$ cat config.mk
export PLATFORM = sky130hd
export DESIGN_NAME = bitrev_reader
export DESIGN_NICKNAME = d
export VERILOG_FILES = /design/src/rtl/fft_pkg.sv /design/src/rtl/sample_mem8.sv /design/src/rtl/bitrev_reader.sv
export SDC_FILE = /design/constraint.sdc
export NUM_CORES = 1
export LEC_CHECK = 0
export BUFFER_PORTS_ARGS = -buffer_cell sky130_fd_sc_hd__buf_2
export CAP_MARGIN = 20
export CORE_MARGIN = 2
export CORE_UTILIZATION = 59
export CTS_CLUSTER_DIAMETER = 80
export DETAILED_ROUTE_END_ITERATION = 8
export GPL_TIMING_DRIVEN = 0
export HOLD_SLACK_MARGIN = 0.12
export PLACE_DENSITY = 0.78
export SYNTH_ARGS = -nofsm -noshare
export SYNTH_HDL_FRONTEND = slang
export SYNTH_HIERARCHICAL = 1
export SYNTH_SLANG_ARGS = --single-unit
$ cat constraint.sdc
create_clock -name clk -period 2.91 [get_ports clk]
set_input_delay 0.582 -clock clk [delete_from_list [all_inputs] [get_ports clk]]
set_output_delay 0.582 -clock clk [all_outputs]
set_load 0.005 [all_outputs]
$ cat src/rtl/fft_pkg.sv
// Shared constants, FSM state type and index bit-reversal used by the
// bit-reversed frame reader.
package fft_pkg;

    localparam int N      = 4;
    localparam int POINTS = 8;
    localparam int IDX_W  = 3;

    typedef enum logic {
        FILL  = 1'b0,
        DRAIN = 1'b1
    } state_t;

    // Reverse a 3-bit index: the middle bit stays, bits 0 and 2 swap.
    function automatic logic [IDX_W-1:0] bitrev(input logic [IDX_W-1:0] idx);
        return {idx[0], idx[1], idx[2]};
    endfunction

endpackage

$ cat src/rtl/sample_mem8.sv
// Eight-word sample store: one synchronous write port and one
// combinational read port.
module sample_mem8
    import fft_pkg::*;
#(
    parameter int W = 16
) (
    input  logic             clk_i,
    input  logic             we_i,
    input  logic [IDX_W-1:0] waddr_i,
    input  logic [W-1:0]     wdata_i,
    input  logic [IDX_W-1:0] raddr_i,
    output logic [W-1:0]     rdata_o
);

    logic [W-1:0] mem_q [POINTS];

    always_ff @(posedge clk_i) begin
        if (we_i) begin
            mem_q[waddr_i] <= wdata_i;
        end
    end

    assign rdata_o = mem_q[raddr_i];

endmodule

$ cat src/rtl/bitrev_reader.sv
// Collects an 8-sample frame in natural order, then replays it in
// bit-reversed index order. Fill and drain phases never overlap.
module bitrev_reader #(
    parameter int N = fft_pkg::N
) (
    input  logic            clk,
    input  logic            rst,
    input  logic            in_valid,
    input  logic [2**N-1:0] in_data,
    output logic            in_ready,
    output logic            out_valid,
    output logic [2**N-1:0] out_data,
    input  logic            out_ready,
    output logic            out_last
);

    import fft_pkg::*;

    localparam int W = 2**N;
    localparam logic [IDX_W-1:0] LAST_IDX = IDX_W'(POINTS - 1);
    localparam logic [IDX_W-1:0] PRE_LAST = IDX_W'(POINTS - 2);

    state_t           state_q;
    logic [IDX_W-1:0] wr_cnt_q, wr_cnt_d;
    logic [IDX_W-1:0] rd_cnt_q, rd_cnt_d;
    logic             in_ready_q;
    logic             out_valid_q;
    logic             out_last_q;

    logic             in_xfer;
    logic             out_xfer;
    logic [W-1:0]     rd_data;

    assign in_xfer  = in_valid & in_ready_q;
    assign out_xfer = out_valid_q & out_ready;

    always_comb begin
        wr_cnt_d = wr_cnt_q + IDX_W'(1);
        rd_cnt_d = rd_cnt_q + IDX_W'(1);
    end

    always_ff @(posedge clk) begin
        if (rst) begin
            state_q     <= FILL;
            wr_cnt_q    <= '0;
            rd_cnt_q    <= '0;
            in_ready_q  <= 1'b1;
            out_valid_q <= 1'b0;
            out_last_q  <= 1'b0;
        end else begin
            case (state_q)
                FILL: begin
                    if (in_xfer) begin
                        wr_cnt_q <= wr_cnt_d;
                        if (wr_cnt_q == LAST_IDX) begin
                            state_q     <= DRAIN;
                            in_ready_q  <= 1'b0;
                            out_valid_q <= 1'b1;
                            out_last_q  <= 1'b0;
                        end
                    end
                end
                DRAIN: begin
                    if (out_xfer) begin
                        rd_cnt_q <= rd_cnt_d;
                        if (rd_cnt_q == LAST_IDX) begin
                            state_q     <= FILL;
                            in_ready_q  <= 1'b1;
                            out_valid_q <= 1'b0;
                            out_last_q  <= 1'b0;
                        end else begin
                            out_last_q  <= (rd_cnt_q == PRE_LAST);
                        end
                    end
                end
                default: begin
                    state_q     <= FILL;
                    in_ready_q  <= 1'b1;
                    out_valid_q <= 1'b0;
                    out_last_q  <= 1'b0;
                end
            endcase
        end
    end

    // Writes are suppressed on the reset edge so reset wins over a transfer.
    sample_mem8 #(
        .W(W)
    ) u_mem (
        .clk_i  (clk),
        .we_i   (in_xfer & ~rst),
        .waddr_i(wr_cnt_q),
        .wdata_i(in_data),
        .raddr_i(bitrev(rd_cnt_q)),
        .rdata_o(rd_data)
    );

    assign in_ready  = in_ready_q;
    assign out_valid = out_valid_q;
    assign out_last  = out_last_q;
    assign out_data  = out_valid_q ? rd_data : '0;

endmodule

**Word-level counts from Yosys, hierarchy flattened**

Memories as Yosys holds them, arrays and structs flattened. A register that Yosys moved wholly into a read port is not among the register bits.
Index checks and enable logic that the tools add are counted.

- Add/subtract/negate cells: 2
- Equal/unequal tests: 7
- Reduce and logical (&&, ||, !) cells: 4
- Muxes and demuxes: 23
- Bitwise logic cells: 5

Operator list:

| cell | number |
|---|---|
| 2-to-1 mux 1 bit | 16 |
| 2-to-1 mux 16 bit | 1 |
| == test 3 bit (second input constant) | 3 |
| case mux 1 bit (2 select lines) | 4 |
| adder 3 x 1 -> 3 bit (second input constant) | 2 |
| 2-to-1 mux 3 bit | 2 |
| != test 2 x 1 -> 1 bit (second input constant) | 2 |
| != test 2 bit (second input constant) | 2 |
| AND reduction 2 bit | 2 |
| AND reduction 4 bit | 1 |
| AND 1 bit | 3 |
| AND reduction 3 bit | 1 |
| inverter 1 bit | 2 |

- Bits in registers: 10
- Output and inout port bits: 19
- Bits in writable memories: 128
- Input bits: 20
- Memories: 1

Memory list:

| name | depth | width | rd ports | clocked after memory_dff | wr ports | RTL line | text |
|---|---|---|---|---|---|---|---|
| u_mem.mem_q | 8 | 16 | 1 | 1 | 1 | sample_mem8.sv:16 | `logic [W-1:0] mem_q [POINTS];` |

**Depth between registers and ports, before layout**

Gate-level depths: netlist of run 1.

- Word-level depth: 4
- Depth in mapped cells: 5
- Mapped depth without buffers: 5

**Cells and area by module**

The synthesis of run 1 kept the hierarchy.

By module, submodules not included:

| module | area an instance (um^2) | instances | cells an instance |
|---|---|---|---|
| sample_mem8 | 4973.5 | 1 | 198 |
| bitrev_reader | 585.6 | 1 | 64 |

**Worst setup path after synthesis of run 1**

No wires, ideal clock.

- Kind: input to register
- Start point: input port rst
- End point: memory u_mem.mem_q[0][0] (enable)
- Buffers on the path: 1
- Setup time: 0.409 ns
- Setup slack: 0.371 ns
- Stages: 4
- Data arrival time: 2.130 ns
- Data required time: 2.501 ns
- Path through: buf_2 nor2_1 nand2b_1 nor3_1

- Word-level cells in the longest chain between the ends: 4

Ends and longest elaborated chain:

| what | RTL line | text |
|---|---|---|
| start: declaration | bitrev_reader.sv:7 | `input logic rst,` |
| inverter 1 bit | bitrev_reader.sv:91 | `.we_i (in_xfer & ~rst),` |
| AND 1 bit | bitrev_reader.sv:91 |  |
| 2-to-1 mux 1 bit | sample_mem8.sv:19 | `if (we_i) begin` |
| 2-to-1 mux 1 bit (implied by the code) | sample_mem8.sv:20 | `mem_q[waddr_i] <= wdata_i;` |
| end: declaration | sample_mem8.sv:16 |  |

Every way passes these cells.

==> out/results.txt, run 1 <==
Die area: 0.0102 mm²
Clock Sinks: 138
Final period util: 99.4%
Global Route Usage Sum: 23.4%
Pint: 3.47 mW
Sw frac: 20.4%
Final hold violations: 0
CTS Hold Buffers Added: 0
# H-tree levels: 4
Syn Nets: 287
Max Root-Sink Buffers: 2
Maximum vdd ir drop: 0.631 mV
N_diodes: 0
Post-synth top area share: 69.1%
Status: complete, no violations
WHS: 0.330 ns
Async SR Flop Fraction: 0%
Largest net degree at the start of global routing: 17
DP HPWL: 6480 µm
Crit Path Class: flip-flop to output pin
Pwr dens: 651 mW/mm²
Ys Warns: 6
Antenna viol nets, final: 0
Clock Latency Late Sink: 0.51 ns
Number of global-route vias before repair: 2,860
Slew at the pin closest to its max-slew limit: 0.933 ns
Top cells by area, synth: edfxtp_1 69%, mux4_1 13%, dfxtp_1 3.6%
DP Cell Count: 420
Starting Density: 60.4%
Via count: 2,789
Required time worst endpoint: 2.33 ns
Synth Instances: 262
Max_cap viols: 0
Reg clk slew, reported paths: 0.06 ns
Antenna violations before repair: 0
TritonCTS buffer count: 17
HP Class: input port to flip-flop
Final Non-Filler Cells: 456
Number of flops mapped to enable cells by yosys: 128
Combinational Power Share: 2.5%
IO Pins: 39
Total length of routed wires: 11,300 µm
Count leader, synth: edfxtp_1
Final Util: 72.8%
Sequential area share after synthesis: 72.7%
Sequential share of power: 50.7%
Die Ht: 101 µm
Iteration-0 DRC Markers: 273
Global route overflow: 0
Max Fclk: 0.346 GHz
Cell Area, Placed: 0.00605 mm²
Synth Area per Inst: 21.2 µm²
Distinct cells, synth: 32
CTS tree: built
Psw: 889 µW
Max FO, Critical Path: 10
Chip Width: 101 µm
Cell Area, Synth: 0.00556 mm²
Gpl congestion: 0.751
Slew Viols, Final: 0
Clk pwr share: 46.7%
DRT Pass-1 Iters: 4
DR vias/cell: 6.12
Crit start category: flip-flop
Drt drc: 0
Critical Path Sink Type: output pin
Std-Cell Rows: 35
Area grow syn2layout: 20.4%
Clock root cell: clkbuf_8
Tmin final: 2.89 ns
Nets: 357
Leading area contributor after synthesis: edfxtp_1
Critical Path AT: 2.31 ns
Leak: 2.34 nW
Layout cells sized above 1: 41.7%
Reg2reg setup slack: 0.78 ns
RSZ-0062 raised after global routing: yes
Post-synth top cells: 128 x edfxtp_1, 28 x mux4_1, 16 x mux2_2
Design Area, Final: 0.00669 mm²
Final setup fails: 0
Clk_skew: 0.0151 ns
Core Area: 0.00920 mm²
Slew HR: 37.5%
Global-route wire length before repair: 16,600 µm
Drt wl/cell: 24.7 µm
Post-synth top flop: edfxtp_1
Buffers on Ports: 38
Flops & latches, synth: 138
==> worst max-delay path, cell delays in order, from the launching register on <==
cell and delay [ns]:
dfxtp_2 0.35, buf_12 0.15, buf_12 0.15, mux4_2 0.53, mux2_4 0.27, and2_2 0.20
buf_2 0.13
==> cells in the final DEF, fill, tap and decap left out, types with 3 or more instances in the layout <==
cell / Yosys / routed
clkbuf_16: 0 / 17
and2_1: 9 / 9
mux2i_1: 3 / 3
buf_6: 5 / 5
mux4_1: 28 / 16
nand2b_1: 3 / 3
buf_2: 1 / 40
clkinvlp_4: 0 / 4
inv_1: 4 / 4
nor2_1: 14 / 8
edfxtp_1: 128 / 128
buf_4: 0 / 5
and2_2: 7 / 6
dfxtp_1: 10 / 8
mux2_2: 16 / 14
buf_12: 0 / 4
nor2_2: 0 / 6
ha_1: 5 / 5
clkbuf_1: 1 / 3
buf_8: 0 / 4
nand2_1: 3 / 3
mux4_2: 4 / 16
inv_6: 0 / 3
==> power by group through the flow <==
stage / clock (mW) / sequential [mW] / combinational (mW)
2_1_floorplan: 0 / 2.25 / 0.0450
3_3_place_gp: 0 / 2.25 / 0.0867
3_5_place_dp: 0 / 2.25 / 0.105
4_1_cts: 2.06 / 2.21 / 0.108
5_1_grt: 2.14 / 2.21 / 0.119
6_report: 2.03 / 2.21 / 0.111
==> cells by family after synthesis <==
logic type,after synthesis,share of synthesized area [%]
compound gates,6,1.01
xor+xnor,2,0.315
fa+ha+maj,5,1.13
buf+inv,16,1.80
flops,138,72.7
mux,51,18.6
simple gates,44,4.37
==> worst paths after layout <==
kind | start | end | cells past startpoint
worst min register to register | out_last | out_last | 2
worst min-delay path | in_data[4] | u_mem/mem_q[6][4] | 1
worst max register to register | in_ready | u_mem/mem_q[4][6] | 5
worst max-delay path | rd_cnt_q[2] | out_data[10] | 6
==> flip-flops by register name (all words and copies together) (netlist names) <==
register,cells
u_mem/mem_q,128
out_valid,1
in_ready,1
out_last,1
wr_cnt_q,3
rd_cnt_q,3
state_q,1
==> area by class of cell <==
cell class | count | area (µm²)
clock inverters | 13 | 144
multi-input cells | 108 | 1400
repair buffers | 51 | 390
plain buffers | 12 | 133
fillers | 531 | 2500
flip-flops and latches | 138 | 4050
inverters | 4 | 15.0
clock buffers | 19 | 422
well taps | 111 | 139
==> what timing repair did <==
item | 4_1_cts | 5_1_grt
gates cloned | 1 | 1
buffers inserted | 2 | 0
endpoints found under the setup margin | 16 | 14
gates resized for setup | 20 | 13
endpoints found under the hold margin | 0 | 0
==> per-stage QoR <==
stage                     worst slack, ns  total power, mW  setup TNS [ns]
final                              0.0166             4.36               0
after global routing              -0.0477             4.47          -0.236
after CTS                        -0.00482             4.37        -0.00602
after detailed placement            0.229             2.35               0
after global placement             -0.836             2.33          -27.99
after floorplan                     0.371             2.29               0
==> layer usage <==
| layer | wire [µm] | part of all wire, % | global-route usage (%) |
|---|---|---|---|
| met1 | 4620 | 41 | 32.5 |
| met2 | 5650 | 50 | 36.8 |
| met3 | 876 | 7.8 | 5.89 |
| met4 | 127 | 1.1 | 8.21 |
| met5 | 0 | 0 | 0 |
Note: power is estimated with default switching activity, not from simulation.
==> run 2: changes to the inputs <==
CAP_MARGIN = 0   (was 20)
GPL_TIMING_DRIVEN = default   (was 0)
==> run 2 against run 1 <==
Net effect:
- clock power increased by 7%
- critical path type unchanged
- fmax increased by 2.0%
- via count fell by 2.7%
- cell count fell by 0.88%
- routed wire length fell by 9.2%
- hold slack improved by 0.0058 ns
- setup slack better by 0.058 ns
- critical endpoint is now out_data[2]
- total power grew 3.1%
- non-clock buffer count shrank 4
==> out/results.txt, run 2 (same netlist as run 1, synthesis figures left out) <==
Status: complete, no violations
Global-route wire length before repair: 15,700 µm
Antenna violations before repair: 0
Core Area: 0.00920 mm²
Crit path cell chain: buf_12 -> mux4_1 -> mux2_2 -> and2_2 -> buf_2
Commonest non-fill, non-tap cell in the layout: edfxtp_1
DR vias/cell: 6.01
Max reg flops: 128
Largest net degree at the start of global routing: 36
Total length of routed wires: 10,200 µm
HP Class: input port to flip-flop
Slew Viols, Final: 0
IO Pins: 39
Antenna viol nets, final: 0
Worst setup path start: rd_cnt_q[2]
Tmin final: 2.84 ns
Final period util: 97.4%
Via count: 2,715
Buffers on Ports: 38
Commonest non-fill, non-tap cells in the layout: 128 x edfxtp_1, 38 x buf_2, 28 x mux4_1
Std-Cell Rows: 35
Met3 usage: 4.85%
Global Route Usage Sum: 22.0%
Routing usage on met2: 34.9%
# H-tree levels: 4
Number of global-route vias before repair: 2,793
Slew HR: 48.5%
CTS Hold Buffers Added: 0
Reg clk slew, reported paths: 0.06 ns
Clock Latency Late Sink: 0.51 ns
Critical Path Sink Type: output pin
Required time worst endpoint: 2.33 ns
Leak: 2.35 nW
N_diodes: 0
Clock Sinks: 138
RSZ-0062 raised after global routing: no
Worst R2R Start: out_valid
Max Fclk: 0.353 GHz
M1 GR Usage: 29.8%
Drt wl/cell: 22.6 µm
TritonCTS buffer count: 17
DRT Pass-1 Iters: 4
Setup TNS: 0 ns
Max_cap viols: 0
Worst path slowest cell: mux4_1
Clk_skew: 0.00635 ns
Slowest stage delay, CP: 0.58 ns
Starting Density: 60.4%
Critical Path AT: 2.25 ns
Die Ht: 101 µm
Iteration-0 DRC Markers: 262
Global route overflow: 0
Power, Total: 4.49 mW
Die area: 0.0102 mm²
DP HPWL: 5670 µm
Max Root-Sink Buffers: 2
Drt drc: 0
Clock root cell: clkbuf_8
Nets: 353
CTS tree: built
Maximum vdd ir drop: 0.472 mV
Biggest register: u_mem/mem_q
GRT busiest layer: met2
Gpl congestion: 0.739
Crit start category: flip-flop
Worst setup endpoint: out_data[2]
Max FO, Critical Path: 12
Area grow syn2layout: 19.1%
Chip Width: 101 µm
RR Endpoint: rd_cnt_q[2]
Biggest regs: u_mem/mem_q: 128 flops, rd_cnt_q: 3 flops, wr_cnt_q: 3 flops
Reg2reg path depth: 3
Slew at the pin closest to its max-slew limit: 0.772 ns
Pwr dens: 678 mW/mm²
Final hold violations: 0
Final setup fails: 0
Layout cells sized above 1: 35.8%
Reg2reg setup slack: 1.16 ns
WHS: 0.336 ns
Crit Path Class: flip-flop to output pin
## run 2: changes by cell type in the layout (fill, tap and decap cells not counted), moves of 3 or more
cell    change
buf_6       -3
buf_8       -4
nor2_2      -6
buf_4      +12
nor2_1      +6
mux4_2     -12
mux4_1     +12
buf_12      -3
## run 2: area by class of cell
cell class | instances | area (µm²)
flip-flops and latches | 138 | 4050
fillers | 531 | 2570
multi-input cells | 108 | 1430
clock buffers | 18 | 418
repair buffers | 59 | 385
clock inverters | 14 | 193
well taps | 111 | 139
inverters | 4 | 15.0
## run 2: stage by stage
| step | cell area (µm²) | setup slack, ns | utilization (%) | instances |
|---|---|---|---|---|
| after global routing | 6620 | 0.0125 | 72.0 | 452 |
| after detailed placement | 5980 | 0.608 | 65.0 | 419 |
| after CTS | 6590 | 0.00800 | 71.6 | 451 |
| after floorplan | 5560 | 0.371 | - | 262 |
| after global placement | 5980 | 0.634 | 65.0 | 419 |
| final | 6620 | 0.0746 | 72.0 | 452 |
## run 2: power breakdown
group | switching (mW) | total [mW] | internal, mW
sequential | 0.0119 | 2.21 | 2.20
combinational | 0.0598 | 0.100 | 0.0402
clock | 0.785 | 2.18 | 1.40
## run 2: worst min-delay path by stage
stage,start,endpoint,slack [ns],cells past startpoint
after floorplan,out_last,out_last,0.47,2
after global placement,out_last,out_last,0.46,2
after detailed placement,out_last,out_last,0.48,2
after CTS,in_data[14],u_mem/mem_q[2][14],0.31,1
after global routing,in_data[12],u_mem/mem_q[7][12],0.32,1
final,in_data[14],u_mem/mem_q[2][14],0.34,1
## run 2: routing by layer
| layer | wire (µm) | up-vias |
|---|---|---|
| li1 | - | 1221 |
| met1 | 4130 | 1383 |
| met2 | 5230 | 101 |
| met3 | 758 | 10 |
| met4 | 128 | 0 |
| met5 | 0 | - |
## run 2: what timing repair did
item                       in CTS  in global routing
setup endpoints to repair       0                  3
gates resized for setup         0                  3
buffers inserted                0                  0
## run 2: critical path, delay by kind of cell, from the launching register on
kind / cells / cell delay [ns]
buffers and inverters: 2 / 0.29
DFF: 1 / 0.39
muxes: 2 / 0.86
and+or+nand+nor: 1 / 0.20
==> run 3: changes to the inputs <==
==> constraint.sdc (replaced) <==
create_clock -name clk -period 2.91 [get_ports clk]
set_input_delay 0.1455 -clock clk [delete_from_list [all_inputs] [get_ports clk]]
set_output_delay 0.1455 -clock clk [all_outputs]
set_load 0.005 [all_outputs]
==> run 3 against run 2 <==
Net effect:
- non-clock buffer count rose by 18
- fmax rose by 8.7%
- highest routed layer unchanged
- sequential share of layout area fell by 1.0 points
- register-to-register slack improved by 0.06 ns
- critical path depth did not move
- cell count rose by 4.0%
- count of clock-buffer cells in the layout did not move
- utilization rose by 1.2 points
- sequential power barely moved
- clock skew rose by 0.0019 ns
- critical endpoint unchanged
- global-route usage fell by 0.29 points
==> out/results.txt, run 3 (same netlist as run 1, synthesis figures left out) <==
Die area: 0.0102 mm²
Die Ht: 101 µm
Tmin final: 2.61 ns
Status: complete, no violations
Global route overflow: 0
Clock Sinks: 138
Commonest non-fill, non-tap cell in the layout: edfxtp_1
DRT Pass-1 Iters: 5
Final Non-Filler Cells: 470
DR top layer: met4
Via count: 2,743
HP Class: input port to flip-flop
Required time worst endpoint: 2.76 ns
Final setup fails: 0
Max FO, Critical Path: 11
Clock root cell: clkbuf_8
Final hold violations: 0
RR Endpoint: out_last
Antenna viol nets, final: 0
Fillers: 529
WHS: 0.230 ns
Global-route wire length before repair: 15,500 µm
Slew at the pin closest to its max-slew limit: 0.505 ns
Worst R2R Start: rd_cnt_q[1]
Core Area: 0.00920 mm²
Hold Path End: out_last
Crit Path Class: flip-flop to output pin
Slew HR: 66.3%
Cell Area, Placed: 0.00598 mm²
WHS Path Cells: 3
Design Area, Final: 0.00673 mm²
DR vias/cell: 5.84
Crit start category: flip-flop
Reg clk slew, reported paths: 0.06 ns
Power, Total: 4.36 mW
Nets: 371
Global Route Usage Sum: 21.7%
Iteration-0 DRC Markers: 185
Layout cells sized above 1: 33.7%
Largest net degree at the start of global routing: 36
Max Fclk: 0.383 GHz
Total length of routed wires: 9980 µm
Buffers on Ports: 38
Antenna violations before repair: 0
Reg2reg setup slack: 1.22 ns
Biggest regs: u_mem/mem_q: 128 flops, rd_cnt_q: 3 flops, wr_cnt_q: 3 flops
Final period util: 89.6%
Chip Width: 101 µm
Commonest non-fill, non-tap cells in the layout: 128 x edfxtp_1, 38 x buf_2, 28 x mux4_1
Max_cap viols: 0
CTS tree: built
Leak: 2.39 nW
Drt drc: 0
Critical Path AT: 2.46 ns
IO Pins: 39
Starting Density: 60.4%
TritonCTS buffer count: 17
Drt wl/cell: 21.2 µm
Maximum vdd ir drop: 0.781 mV
N_diodes: 0
Number of global-route vias before repair: 2,915
Gpl congestion: 0.703
Hold Startpoint: out_ready
Std-Cell Rows: 35
WL met3: 490 µm
Clk_skew: 0.00830 ns
Reg2reg path depth: 6
Met2 Routed Length: 4960 µm
Post-CTS sizing: 0
Area grow syn2layout: 21.1%
Slew Viols, Final: 0
Critical Path Sink Type: output pin
Pwr dens: 647 mW/mm²
DP Cell Count: 420
Biggest register: u_mem/mem_q
Met1 WL: 4270 µm
# H-tree levels: 4
Max Root-Sink Buffers: 2
Setup TNS: 0 ns
Clock Latency Late Sink: 0.52 ns
DP HPWL: 5930 µm
RSZ-0062 raised after global routing: no
Max reg flops: 128
-- run 3: cell type report --
cell class,instances,area (µm²),area share [%]
Sequential cell,138,4050,60.1
Multi-Input combinational cell,108,1430,21.2
Timing Repair Buffer,77,541,8.03
Clock buffer,18,418,6.21
Clock inverter,14,148,2.19
Tap cell,111,139,2.06
Inverter,4,15.0,0.223
-- run 3: routing by layer --
layer  vias up  track usage, %
met2        85            33.8
met4         0            12.1
li1       1256               -
met5         -               0
met3        22            5.13
met1      1380            28.6
-- run 3: worst max path at each step --
stage                     start                end  slack, ns  cells after the start
floorplan              in_ready  u_mem/mem_q[0][0]       0.71                      4
global placement    rd_cnt_q[2]        out_data[2]       0.87                      5
detailed placement  rd_cnt_q[2]        out_data[2]       0.84                      5
CTS                 rd_cnt_q[2]        out_data[2]       0.28                      5
global route        rd_cnt_q[2]        out_data[2]       0.22                      5
finish              rd_cnt_q[2]        out_data[2]       0.30                      5
-- run 3: metrics by stage --
stage / util [%] / worst slack (ns)
final: 73.2 / 0.301
after global routing: 73.2 / 0.217
after CTS: 73.2 / 0.276
after detailed placement: 65.1 / 0.844
after global placement: 65.1 / 0.865
after floorplan: - / 0.707
-- run 3: power by group --
| group | switching (mW) | total (mW) | internal (mW) |
|---|---|---|---|
| Combinational | 0.0621 | 0.118 | 0.0559 |
| Sequential | 0.0124 | 2.21 | 2.20 |
| Clock | 0.809 | 2.03 | 1.22 |
-- run 3: repair_timing --
| action | in CTS | in global routing |
|---|---|---|
| hold endpoints to repair | 138 | 0 |
| setup buffers | 0 | 0 |
| hold buffers | 18 | 0 |
-- run 3: critical path: stages (launching register included) --
cell     delay, ns
dfxtp_2       0.52
buf_4         0.26
mux4_1        0.56
mux2_2        0.28
and2_2        0.19
buf_2         0.12
